### src/rtl/poci_pkg.sv
// Shared types and constants for the Poci (APB) timer responder.
package poci_pkg;

    typedef enum logic [1:0] {
        IDLE,
        SETUP,
        ACCESS
    } poci_state_e;

    localparam logic [7:0] OFF_CTRL     = 8'h00;
    localparam logic [7:0] OFF_LOAD     = 8'h04;
    localparam logic [7:0] OFF_VALUE    = 8'h08;
    localparam logic [7:0] OFF_STATUS   = 8'h0C;
    localparam logic [7:0] OFF_PRESCALE = 8'h10;

    localparam int unsigned CTRL_EN        = 0;
    localparam int unsigned CTRL_RELOAD    = 1;
    localparam int unsigned CTRL_IRQEN     = 2;
    localparam int unsigned STATUS_EXPIRED = 0;

endpackage

### src/rtl/poci_slave_if.sv
// APB responder handshake: IDLE/SETUP/ACCESS sequencing with a programmable wait-state count.
module poci_slave_if
    import poci_pkg::*;
#(
    parameter int unsigned WAIT_STATES = 1
) (
    input  logic       clk,
    input  logic       reset_n,
    input  logic [7:0] i_paddr,
    input  logic       i_pwrite,
    input  logic       i_psel,
    input  logic       i_penable,
    output logic       o_pready,
    output logic       o_wr_stb,
    output logic       o_rd_stb,
    output logic [7:0] o_offset,
    output logic       o_misaligned
);

    localparam logic [3:0] WS = 4'(WAIT_STATES);

    poci_state_e r_state;
    poci_state_e w_state_nxt;
    logic [3:0]  r_wcnt;
    logic        w_done;

    // Dropping psel mid-transfer must suppress completion, so done is gated by psel.
    assign w_done = (r_state == ACCESS) && i_psel && (r_wcnt == WS);

    always_comb begin
        w_state_nxt = r_state;
        unique case (r_state)
            IDLE: begin
                if (i_psel && !i_penable) w_state_nxt = SETUP;
            end
            SETUP: begin
                if (!i_psel)        w_state_nxt = IDLE;
                else if (i_penable) w_state_nxt = ACCESS;
            end
            ACCESS: begin
                if (!i_psel || w_done) w_state_nxt = IDLE;
            end
            default: w_state_nxt = IDLE;
        endcase
    end

    always_ff @(posedge clk or negedge reset_n) begin
        if (!reset_n) begin
            r_state <= IDLE;
            r_wcnt  <= '0;
        end else begin
            r_state <= w_state_nxt;
            if (r_state == SETUP && i_psel && i_penable)
                r_wcnt <= '0;
            else if (r_state == ACCESS && !w_done && r_wcnt != '1)
                r_wcnt <= r_wcnt + 4'd1;
        end
    end

    assign o_pready     = w_done;
    assign o_wr_stb     = w_done && i_pwrite;
    assign o_rd_stb     = w_done && !i_pwrite;
    assign o_offset     = i_paddr;
    assign o_misaligned = |i_paddr[1:0];

endmodule

### src/rtl/poci_timer.sv
// APB down-counting timer with interrupt. Optional prescaler (0x10) enabled by
// defining POCI_TIMER_PRESCALE_EN; otherwise the timer ticks every cycle.
module poci_timer
    import poci_pkg::*;
#(
    parameter int unsigned WIDTH       = 32,
    parameter int unsigned WAIT_STATES = 1,
    parameter logic [31:0] RESET_LOAD  = '0
) (
    input  logic        clk,
    input  logic        reset_n,
    input  logic [31:0] io_in_paddr,
    input  logic        io_in_pwrite,
    input  logic        io_in_psel,
    input  logic        io_in_penable,
    input  logic [31:0] io_in_pwdata,
    output logic [31:0] io_in_prdata,
    output logic        io_in_pready,
    output logic        io_in_pslverr,
    output logic        io_irq
);

    localparam logic [WIDTH-1:0] ONE = WIDTH'(1);

    logic             w_pready, w_wr_stb, w_rd_stb, w_misaligned;
    logic [7:0]       w_offset;
    logic             w_hit, w_err, w_wr_ok, w_tick;
    logic             w_wr_ctrl, w_wr_load, w_wr_status;
    logic [31:0]      w_rdata;
    logic             w_unused_bits;

    logic [2:0]       r_ctrl;
    logic [WIDTH-1:0] r_load;
    logic [WIDTH-1:0] r_value;
    logic             r_expired;
    logic             r_irq;

    poci_slave_if #(.WAIT_STATES(WAIT_STATES)) u_if (
        .clk          (clk),
        .reset_n      (reset_n),
        .i_paddr      (io_in_paddr[7:0]),
        .i_pwrite     (io_in_pwrite),
        .i_psel       (io_in_psel),
        .i_penable    (io_in_penable),
        .o_pready     (w_pready),
        .o_wr_stb     (w_wr_stb),
        .o_rd_stb     (w_rd_stb),
        .o_offset     (w_offset),
        .o_misaligned (w_misaligned)
    );

    assign w_unused_bits = ^{io_in_paddr[31:8], io_in_pwdata};

`ifdef POCI_TIMER_PRESCALE_EN
    logic [7:0] r_prescale;
    logic [7:0] r_pcnt;
    logic       w_wr_pre;
`endif

    always_comb begin
        w_hit   = 1'b1;
        w_rdata = '0;
        case (w_offset)
            OFF_CTRL:     w_rdata = 32'(r_ctrl);
            OFF_LOAD:     w_rdata = 32'(r_load);
            OFF_VALUE:    w_rdata = 32'(r_value);
            OFF_STATUS:   w_rdata = 32'(r_expired);
`ifdef POCI_TIMER_PRESCALE_EN
            OFF_PRESCALE: w_rdata = 32'(r_prescale);
`endif
            default:      w_hit = 1'b0;
        endcase
    end

    assign w_err       = w_misaligned || !w_hit || (io_in_pwrite && w_offset == OFF_VALUE);
    assign w_wr_ok     = w_wr_stb && !w_err;
    assign w_wr_ctrl   = w_wr_ok && (w_offset == OFF_CTRL);
    assign w_wr_load   = w_wr_ok && (w_offset == OFF_LOAD);
    assign w_wr_status = w_wr_ok && (w_offset == OFF_STATUS);

    assign io_in_pready  = w_pready;
    assign io_in_pslverr = w_pready && w_err;
    assign io_in_prdata  = (w_rd_stb && !w_err) ? w_rdata : '0;
    assign io_irq        = r_irq;

`ifdef POCI_TIMER_PRESCALE_EN
    assign w_wr_pre = w_wr_ok && (w_offset == OFF_PRESCALE);
    assign w_tick   = r_ctrl[CTRL_EN] && (r_pcnt == r_prescale);

    always_ff @(posedge clk or negedge reset_n) begin
        if (!reset_n) begin
            r_prescale <= '0;
            r_pcnt     <= '0;
        end else begin
            if (w_wr_pre) r_prescale <= io_in_pwdata[7:0];
            if (w_wr_ctrl || !r_ctrl[CTRL_EN] || r_pcnt == r_prescale)
                r_pcnt <= '0;
            else
                r_pcnt <= r_pcnt + 8'd1;
        end
    end
`else
    assign w_tick = r_ctrl[CTRL_EN];
`endif

    // Statement order encodes priority: expiry set beats W1C, bus writes beat the counter.
    always_ff @(posedge clk or negedge reset_n) begin
        if (!reset_n) begin
            r_ctrl    <= '0;
            r_load    <= RESET_LOAD[WIDTH-1:0];
            r_value   <= RESET_LOAD[WIDTH-1:0];
            r_expired <= 1'b0;
            r_irq     <= 1'b0;
        end else begin
            r_irq <= r_expired && r_ctrl[CTRL_IRQEN];
            if (w_wr_status && io_in_pwdata[STATUS_EXPIRED])
                r_expired <= 1'b0;
            if (w_tick) begin
                if (r_value != '0) begin
                    r_value <= r_value - ONE;
                end else begin
                    r_expired <= 1'b1;
                    if (r_ctrl[CTRL_RELOAD]) r_value <= r_load;
                    else                     r_ctrl[CTRL_EN] <= 1'b0;
                end
            end
            if (w_wr_ctrl) r_ctrl <= io_in_pwdata[2:0];
            if (w_wr_load) begin
                r_load  <= io_in_pwdata[WIDTH-1:0];
                r_value <= io_in_pwdata[WIDTH-1:0];
            end
        end
    end

endmodule
### config.mk
export PLATFORM = sky130hd
export DESIGN_NAME = poci_timer
export DESIGN_NICKNAME = d
export VERILOG_FILES = /design/src/rtl/poci_pkg.sv /design/src/rtl/poci_slave_if.sv /design/src/rtl/poci_timer.sv
export SDC_FILE = /design/constraint.sdc
export NUM_CORES = 1
export LEC_CHECK = 0
export CORE_MARGIN = 5
export CORE_UTILIZATION = 40
export DETAILED_ROUTE_END_ITERATION = 8
export PLACE_DENSITY = 0.77
export SLEW_MARGIN = 20
export SYNTH_ARGS = -nofsm -noshare
export SYNTH_HDL_FRONTEND = slang
export SYNTH_SLANG_ARGS = --single-unit
### constraint.sdc
create_clock -name clk -period 8.2 [get_ports clk]
set_clock_uncertainty 0.1 [all_clocks]
set_input_delay 1.23 -clock clk [delete_from_list [all_inputs] [get_ports clk]]
set_output_delay 1.23 -clock clk [all_outputs]
set_load 0.01 [all_outputs]
# ---- Yosys cells after proc, flatten, opt, wreduce, memory -nomap -nowiden
# Cells that the tools add are included.
dict set report totals {
  regBits 75
  inputBits 69
  output_inout_bits 35
  wordCells 78
}
dict set report op_classes {
  add_sub_neg 2
  eq_ne 10
  mux 21
  n_reduce_logical 37
}
# cell n
set ops {}
lappend ops {{$mux W32} 5}
lappend ops {{$pmux W32 S4} 1}
lappend ops {{$reduce_bool A32 Y1} 1}
lappend ops {{$sub A32 B1 Y32 const B} 1}
lappend ops {{$logic_and A1 B1 Y1} 18}
lappend ops {{$eq A8 B4 Y1 const B} 2}
lappend ops {{$eq A8 B3 Y1 const B} 1}
lappend ops {{$logic_not A8 Y1} 1}
lappend ops {{$mux W1} 8}
lappend ops {{$mux W2} 4}
lappend ops {{$mux W4} 2}
lappend ops {{$logic_not A1 Y1} 6}
lappend ops {{$pmux W2 S3} 1}
lappend ops {{$add A4 B1 Y4 const B} 1}
lappend ops {{$eq A4 B1 Y1 const B} 1}
lappend ops {{$ne A4 B4 Y1 const B} 1}
lappend ops {{$reduce_bool A2 Y1} 2}
lappend ops {{$reduce_or A4 Y1} 1}
lappend ops {{$logic_or A1 B1 Y1} 3}
lappend ops {{$ne A3 B3 Y1 const B} 1}
lappend ops {{$reduce_and A3 Y1} 1}
lappend ops {{$reduce_bool A3 Y1} 1}
lappend ops {{$eq A2 B1 Y1 const B} 1}
lappend ops {{$eq A2 B2 Y1 const B} 1}
lappend ops {{other kinds (5)} 5}

# ---- Logic depth before layout (Yosys ltp)
# Gate-level depths: netlist of the first run.
dict set report depth {
  word_depth 13
  mapped_depth 10
  ltp_nobuf 9
}

# ---- Modules after synthesis
# A second synthesis of the first run with hierarchy kept.
dict set report hier_totals {
  hier_cells 562
  area_unflattened_um2 4660.7
}
# module n_inst cells_per_inst area_each_um2 seq_area_each_um2
set by_module_without_submodules {}
lappend by_module_without_submodules {poci_timer 1 520 4234.1 1726.7}
lappend by_module_without_submodules {poci_slave_if 1 42 426.7 150.1}

# ---- Worst setup path before layout of the first run
# OpenSTA, ideal clock, no wires.
dict set report synth_path {
  path_type {input -> output}
  start {in io_in_paddr[7]}
  end {out io_in_prdata[21]}
  arrival_time_ps 2823
  required_time_ps 6870
  path_slack_ps 4047
  stages 7
  path_buffers 2
  path_cell_list {nor4_1 nand2_1 nor3b_1 clkbuf_1 buf_1 a22oi_1 nor2_1}
}
dict set report synth_between {
  elab_chain_len 9
  word_cells_on_any_way 14
  classes_between {eq/ne (3); mux (3); reduce/logical (8)}
}
# item line_no
set synth_lines {}
lappend synth_lines {{start, declared} poci_timer.sv:12} ;# input logic [31:0] io_in_paddr,
lappend synth_lines {{$eq A8 B4 Y1 (tied with other cells)} {poci_timer.sv:63, poci_timer.sv:75}}
lappend synth_lines {{$reduce_or A4 Y1 (no source line)} -}
lappend synth_lines {{$mux W1} poci_timer.sv:63} ;# case (w_offset)
lappend synth_lines {{$logic_not A1 Y1} poci_timer.sv:75} ;# assign w_err = w_misaligned || !w_hit || (io_in_pwrite && w_offset == OFF_VALUE);
lappend synth_lines {{$logic_or A1 B1 Y1 (2 in a row)} poci_timer.sv:75}
lappend synth_lines {{$logic_not A1 Y1} poci_timer.sv:83} ;# assign io_in_prdata = (w_rd_stb && !w_err) ? w_rdata : '0;
lappend synth_lines {{$logic_and A1 B1 Y1} poci_timer.sv:83}
lappend synth_lines {{$mux W32 (*)} poci_timer.sv:83}
lappend synth_lines {{end, declared} poci_timer.sv:17} ;# output logic [31:0] io_in_prdata,
# Mark *: on every way between the ends. The rest lies on a longest branch, timed or not.

# ---- Worst setup path in the final report of the first run
dict set report layout_path {
  start {in io_in_paddr[7]}
  end {out io_in_prdata[0]}
}
# Same word-level chain as after synthesis.

==> flow_metrics.py, run 1 <==
metrics = {
    "run_status": {
        "status": "complete, no violations",
    },
    "critical_path": {
        "slowest_delay_ps": 810,
        "path_cells": "clkdlybuf4s50_1 > nor4_1 > nand2_1 > or3_2 > nor3b_1 > clkdlybuf4s50_1",
        "rrSetupSlack_ps": 4640,
        "worstRegToRegCells": 6,
        "r2r_start": "r_value[14]$_DFFE_PN0P_",
        "endpoint": "io_in_prdata[0]",
        "crit_fanout": 32,
        "crit_slowest_cell": "or3_2",
        "crit_path_end_kind": "output pin",
        "crit_family": "simple AND/OR/NAND/NOR gates",
        "r2r-end": "r_value[19]$_DFFE_PN0P_",
        "critical_path_class": "input pin to output pin",
        "cpMostUsedCell": "clkdlybuf4s50_1",
        "cp.depth": 6,
        "critical_path_buf_inv_count": 2,
        "crit_required_ps": 6870,
        "cp-start-kind": "input pin",
        "worstPathArrival_ps": 3940,
        "worstSetupStartpoint": "io_in_paddr[7]",
    },
    "power_and_ir_drop": {
        "p_leak_nw": 2.47,
        "powerDensity_mw_per_mm2": 145,
        "clockPowerShare": 0.450,
        "switchingPower_mw": 0.204,
        "power_mw": 0.849,
        "ir_drop_v": 0.0000767,
        "p_int_mw": 0.645,
        "p_sw_frac": 0.241,
        "power_frac_seq": 0.462,
        "comb_power_share": 0.089,
    },
    "drt": {
        "drt_wl_total_um": 14100,
        "dr.pass1.iters": 5,
        "vias_per_cell": 5.93,
        "dr.first_iter.drc_count": 427,
        "drcViolationCount": 0,
        "vias": 4681,
        "ant_nets": 0,
        "routedWlPerCell_um": 17.9,
    },
    "synth": {
        "ys.flop_type": "dfrtp_1",
        "async_reset_ff_frac": 1.00,
        "syn_inst": 590,
        "netlist_area_mm2": 0.00472,
        "netlist.area_leader.share": 0.397,
        "avgSynthCellArea_um2": 8.01,
        "syn_nets": 663,
        "yosys-top-cells-count": "110 x nand2_1, 75 x dfrtp_1, 65 x nor2_1",
        "synth_edf_count": 0,
        "synth_largest_area_cell": "dfrtp_1",
        "ys_ff_latch": 75,
        "seq_area_frac_synth": 0.397,
        "yosys_warnings": 0,
        "synth.area.top_cells": "dfrtp_1 40%, nand2_1 8.7%, nor2_1 5.2%",
        "yosysMostFrequentCell": "nand2_1",
        "synth_cell_types": 64,
    },
    "global_routing": {
        "overflow": 0,
        "grtUsageTotal": 0.202,
        "grt_pass1_wl_um": 23400,
        "antenna_found_initial": 0,
        "grt_pass1_vias": 4736,
        "grt_max_degree": 76,
    },
    "sta": {
        "postLayoutSetupSlackWorst_ps": 2930,
        "worstMarginPinSlew_ps": 1040,
        "max_freq_mhz": 190,
        "final-hold-violation-count": 0,
        "rsz0062_at_grt": "no",
        "min_period_ps": 5270,
        "tns_ps": 0,
        "maxSlewHeadroom": 0.302,
        "period_share": 0.643,
        "finalSetupViolCount": 0,
        "slew_violations": 0,
    },
    "placed_design": {
        "routabilityCongestion": 0.818,
        "placed_cells": 774,
        "place_hpwl_um": 9040,
        "dp_worst_setup_slack_ps": 2920,
        "portBuffers": 79,
    },
    "hold_path": {
        "holdCritPathClass": "flop to flop",
    },
    "finish": {
        "multiInputGateArea_mm2": 0.00261,
        "n_antenna_cell": 0,
        "final_util": 0.507,
        "drive_gt1_frac": 0.0697,
        "fin_cells": 789,
        "areaGrowthSynthToFinish_pct": 23.6,
        "nNetsFinal": 715,
        "layout.area.seq_mm2": 0.00188,
        "fillers": 1090,
    },
    "clock_network": {
        "cts_resized": 0,
        "clk_latency_ps": 350,
        "cts_root_buf": "clkbuf_16",
        "clockBufferDepth": 2,
        "ctsHoldBuffers": 0,
        "numCtsBuffers": 9,
        "clock_sinks": 75,
        "clk_pin_slew_ps": 50,
        "h-tree-depth": 3,
        "post-cts-setup-buffer-count": 0,
        "tritoncts": "yes",
    },
    "job": {
        "drv_cap": 0,
    },
    "floorplan": {
        "die_w_um": 119,
        "initial_utilization": 0.410,
        "io_pins": 104,
        "num_rows": 39,
        "coreArea_mm2": 0.0115,
        "dieArea_mm2": 0.0141,
        "die_h_um": 119,
    },
}
[power groups by stage]
stage / Combinational (mW) / Sequential (mW) / Clock (mW)
after global placement: 0.0722 / 0.397 / 0
after CTS: 0.0764 / 0.392 / 0.385
after floorplan: 0.0359 / 0.395 / 0
final: 0.0755 / 0.392 / 0.382
after detailed placement: 0.0755 / 0.399 / 0
after global routing: 0.0842 / 0.394 / 0.399
[cell families (layout without fill, tap and decap cells)]
| family | Yosys count | count (layout) | synth area share |
|---|---|---|---|
| XOR/XNOR | 14 | 14 | 0.0260 |
| buffers and inverters | 60 | 116 | 0.0575 |
| flip-flops | 75 | 75 | 0.397 |
| multiplexers | 8 | 8 | 0.0204 |
| AO/OA/AOI/OAI | 166 | 166 | 0.223 |
| AND/OR/NAND/NOR | 263 | 263 | 0.265 |
| adder cells (fa/ha/maj) | 4 | 4 | 0.0106 |
[how the worst min path moves through the flow]
stage	startpoint	to	slack [ps]	depth (start not counted)
2_1_floorplan	u_if.r_state[1]$_DFFE_PN0P_	u_if.r_state[0]$_DFFE_PN0P_	350	1
3_3_place_gp	r_load[14]$_DFFE_PN0P_	r_load[14]$_DFFE_PN0P_	360	2
3_5_place_dp	r_load[5]$_DFFE_PN0P_	r_load[5]$_DFFE_PN0P_	380	2
4_1_cts	r_load[5]$_DFFE_PN0P_	r_load[5]$_DFFE_PN0P_	390	2
5_1_grt	u_if.r_state[1]$_DFFE_PN0P_	u_if.r_state[0]$_DFFE_PN0P_	420	1
6_report	r_load[5]$_DFFE_PN0P_	r_load[5]$_DFFE_PN0P_	390	2
[layout make-up]
| type | count | area share |
|---|---|---|
| clock inverters | 2 | 0.00171 |
| inverters | 14 | 0.00900 |
| multi-input cells | 455 | 0.446 |
| well taps | 143 | 0.0306 |
| flip-flops and latches | 75 | 0.321 |
| clock buffers | 13 | 0.0463 |
| repair buffers | 87 | 0.145 |
[layer usage]
layer,share of wire,GRT usage,vias up
met2,0.47,0.330,181
met3,0.064,0.0377,28
li1,-,-,2208
met5,0,0,-
met1,0.44,0.262,2264
met4,0.022,0.0891,0
[worst min-delay path, cell delays in order, from the launching register on]
cell and delay (ps):
dfrtp_1 350, nand2_1 60, nand2_1 50
[registers in the layout, summed over array words and instances, names as in the netlist]
register and count:
r_load 32, r_value 32, u_if.r_wcnt 4, r_ctrl 3, u_if.r_state 2, io_irq 1
r_expired 1
[layout by cell type (no fill, tap or decap), types with 7 or more instances in the layout]
master | synthesis | routed
a22oi_1 | 29 | 29
nor3_1 | 9 | 8
o21ai_1 | 27 | 27
nand3b_1 | 13 | 13
a21oi_1 | 35 | 35
dfrtp_1 | 75 | 75
nand2_1 | 110 | 110
nor4_1 | 12 | 11
nor2_1 | 65 | 64
nand3_1 | 7 | 7
o21ai_0 | 31 | 31
clkdlybuf4s50_1 | 0 | 78
inv_1 | 13 | 13
clkbuf_16 | 0 | 9
buf_4 | 1 | 8
xnor2_1 | 8 | 8
[per-stage QoR]
stage / hold slack, ps / area [µm²]
2_1_floorplan: 348 / 4720
3_3_place_gp: 363 / 5560
3_5_place_dp: 376 / 5560
4_1_cts: 389 / 5840
5_1_grt: 418 / 5840
6_report: 387 / 5840
(Power assumes the default switching activity.)
==> inputs of run 2 (changes only) <==
==> constraint.sdc (replaced) <==
create_clock -name clk -period 5.3 [get_ports clk]
set_clock_uncertainty 0.1 [all_clocks]
set_input_delay 0.795 -clock clk [delete_from_list [all_inputs] [get_ports clk]]
set_output_delay 0.795 -clock clk [all_outputs]
set_load 0.01 [all_outputs]
==> flow_metrics.py, run 2 (synthesis results as in run 1) <==
metrics = {
    "global_routing": {
        "grtUsageTotal": 0.202,
        "antenna_found_initial": 0,
        "grt_pass1_vias": 4639,
        "grt_pass1_wl_um": 23600,
        "grt_max_degree": 40,
        "overflow": 0,
    },
    "drt": {
        "dr.first_iter.drc_count": 346,
        "drt_wl_total_um": 14400,
        "vias_per_cell": 6.07,
        "ant_nets": 0,
        "dr.pass1.iters": 5,
        "vias": 4799,
        "drcViolationCount": 0,
        "routedWlPerCell_um": 18.2,
    },
    "floorplan": {
        "die_h_um": 119,
        "io_pins": 104,
        "dieArea_mm2": 0.0141,
        "die_w_um": 119,
        "initial_utilization": 0.410,
        "coreArea_mm2": 0.0115,
        "num_rows": 39,
    },
    "placed_design": {
        "place_hpwl_um": 9320,
        "dp_worst_setup_slack_ps": 864,
        "portBuffers": 79,
        "routabilityCongestion": 0.838,
    },
    "finish": {
        "areaGrowthSynthToFinish_pct": 24.1,
        "final_common_cell": "nand2_1",
        "n_antenna_cell": 0,
        "final_cell_mix": "110 x nand2_1, 78 x clkdlybuf4s50_1, 75 x dfrtp_1, 64 x nor2_1, 35 x a21oi_1",
        "largestRegisters": "r_load (32), r_value (32), u_if.r_wcnt (4)",
        "nNetsFinal": 716,
        "drive_gt1_frac": 0.0696,
    },
    "critical_path": {
        "r2r-end": "r_value[19]$_DFFE_PN0P_",
        "rrSetupSlack_ps": 1680,
        "critical_path_class": "input pin to output pin",
        "worstSetupStartpoint": "io_in_paddr[7]",
        "crit_path_end_kind": "output pin",
        "worstPathArrival_ps": 3510,
        "crit_fanout": 17,
        "cp-start-kind": "input pin",
        "crit_required_ps": 4410,
        "worstRegToRegCells": 6,
        "endpoint": "io_in_prdata[8]",
        "r2r_start": "r_value[14]$_DFFE_PN0P_",
    },
    "power_and_ir_drop": {
        "p_sw_frac": 0.232,
        "switchingPower_mw": 0.313,
        "powerDensity_mw_per_mm2": 230,
        "clockPowerShare": 0.461,
        "p_int_mw": 1.03,
        "ir_drop_v": 0.000141,
        "power_frac_seq": 0.451,
        "p_leak_nw": 2.47,
        "comb_power_share": 0.088,
    },
    "clock_network": {
        "h-tree-depth": 3,
        "clock_sinks": 75,
        "clk_latency_ps": 340,
        "tritoncts": "yes",
        "cts_root_buf": "clkbuf_16",
        "post-cts-setup-buffer-count": 0,
        "ctsHoldBuffers": 0,
        "clockBufferDepth": 2,
        "cts_resized": 0,
        "numCtsBuffers": 9,
        "clk_pin_slew_ps": 60,
    },
    "sta": {
        "maxSlewHeadroom": 0.357,
        "finalSetupViolCount": 0,
        "postLayoutSetupSlackWorst_ps": 899,
        "slew_violations": 0,
        "period_share": 0.830,
        "tns_ps": 0,
        "final-hold-violation-count": 0,
        "min_period_ps": 4400,
        "worstMarginPinSlew_ps": 957,
        "max_freq_mhz": 227,
        "rsz0062_at_grt": "no",
    },
    "job": {
        "drv_cap": 0,
    },
    "run_status": {
        "status": "complete, no violations",
    },
    "hold_path": {
        "holdCritPathClass": "flop to flop",
    },
}
run 2: cell types whose count changed in the layout (fill, tap and decap cells not counted):
cell and delta:
clkinv_2 -1, clkbuf_8 -1, clkbuf_1 +1, buf_4 +1, bufinv_16 +1
run 2: worst min-delay path by stage:
stage | startpoint | to | slack [ps] | depth (start not counted)
6_report | r_load[17]$_DFFE_PN0P_ | r_load[17]$_DFFE_PN0P_ | 390 | 2
3_5_place_dp | r_load[15]$_DFFE_PN0P_ | r_load[15]$_DFFE_PN0P_ | 380 | 2
4_1_cts | r_load[15]$_DFFE_PN0P_ | r_load[15]$_DFFE_PN0P_ | 390 | 2
3_3_place_gp | r_load[14]$_DFFE_PN0P_ | r_load[14]$_DFFE_PN0P_ | 360 | 2
2_1_floorplan | u_if.r_state[1]$_DFFE_PN0P_ | u_if.r_state[0]$_DFFE_PN0P_ | 350 | 1
5_1_grt | r_load[12]$_DFFE_PN0P_ | r_load[12]$_DFFE_PN0P_ | 410 | 2
run 2: layout make-up:
type	count	area, µm²
clock buffer	13	260
clock inverter	2	35.0
fill	1093	5650
inverter	14	52.6
multi-input combinational	455	2610
sequential	75	1880
tap	143	179
timing repair buffer	88	853
run 2: per-layer routing:
layer | up-vias | track usage | part of all wire
li1 | 2214 | - | -
met1 | 2285 | 0.278 | 0.44
met2 | 270 | 0.324 | 0.46
met3 | 30 | 0.0415 | 0.086
met4 | 0 | 0.0558 | 0.017
met5 | - | 0 | 0
run 2: stage by stage:
step	instances	hold slack [ps]	utilization	area, µm²	power (mW)
6_report	790	389	0.509	5860	1.35
5_1_grt	790	413	0.509	5860	1.39
4_1_cts	790	387	0.509	5860	1.35
3_5_place_dp	775	375	0.483	5570	0.736
3_3_place_gp	775	363	0.483	5570	0.726
2_1_floorplan	590	348	-	4720	0.667
run 2: worst max-delay path: stages:
cell and delay, ps:
clkdlybuf4s50_1 400, nor4_1 310, nand2_1 300, or3_1 670, buf_4 320, nor2_1 140, clkdlybuf4s50_1 550
run 2: power groups by stage:
stage,Clock (mW),Sequential [mW],Combinational (mW)
after floorplan,0,0.612,0.0555
after detailed placement,0,0.617,0.120
after CTS,0.620,0.607,0.120
after global routing,0.648,0.609,0.134
after global placement,0,0.614,0.112
final,0.622,0.607,0.119
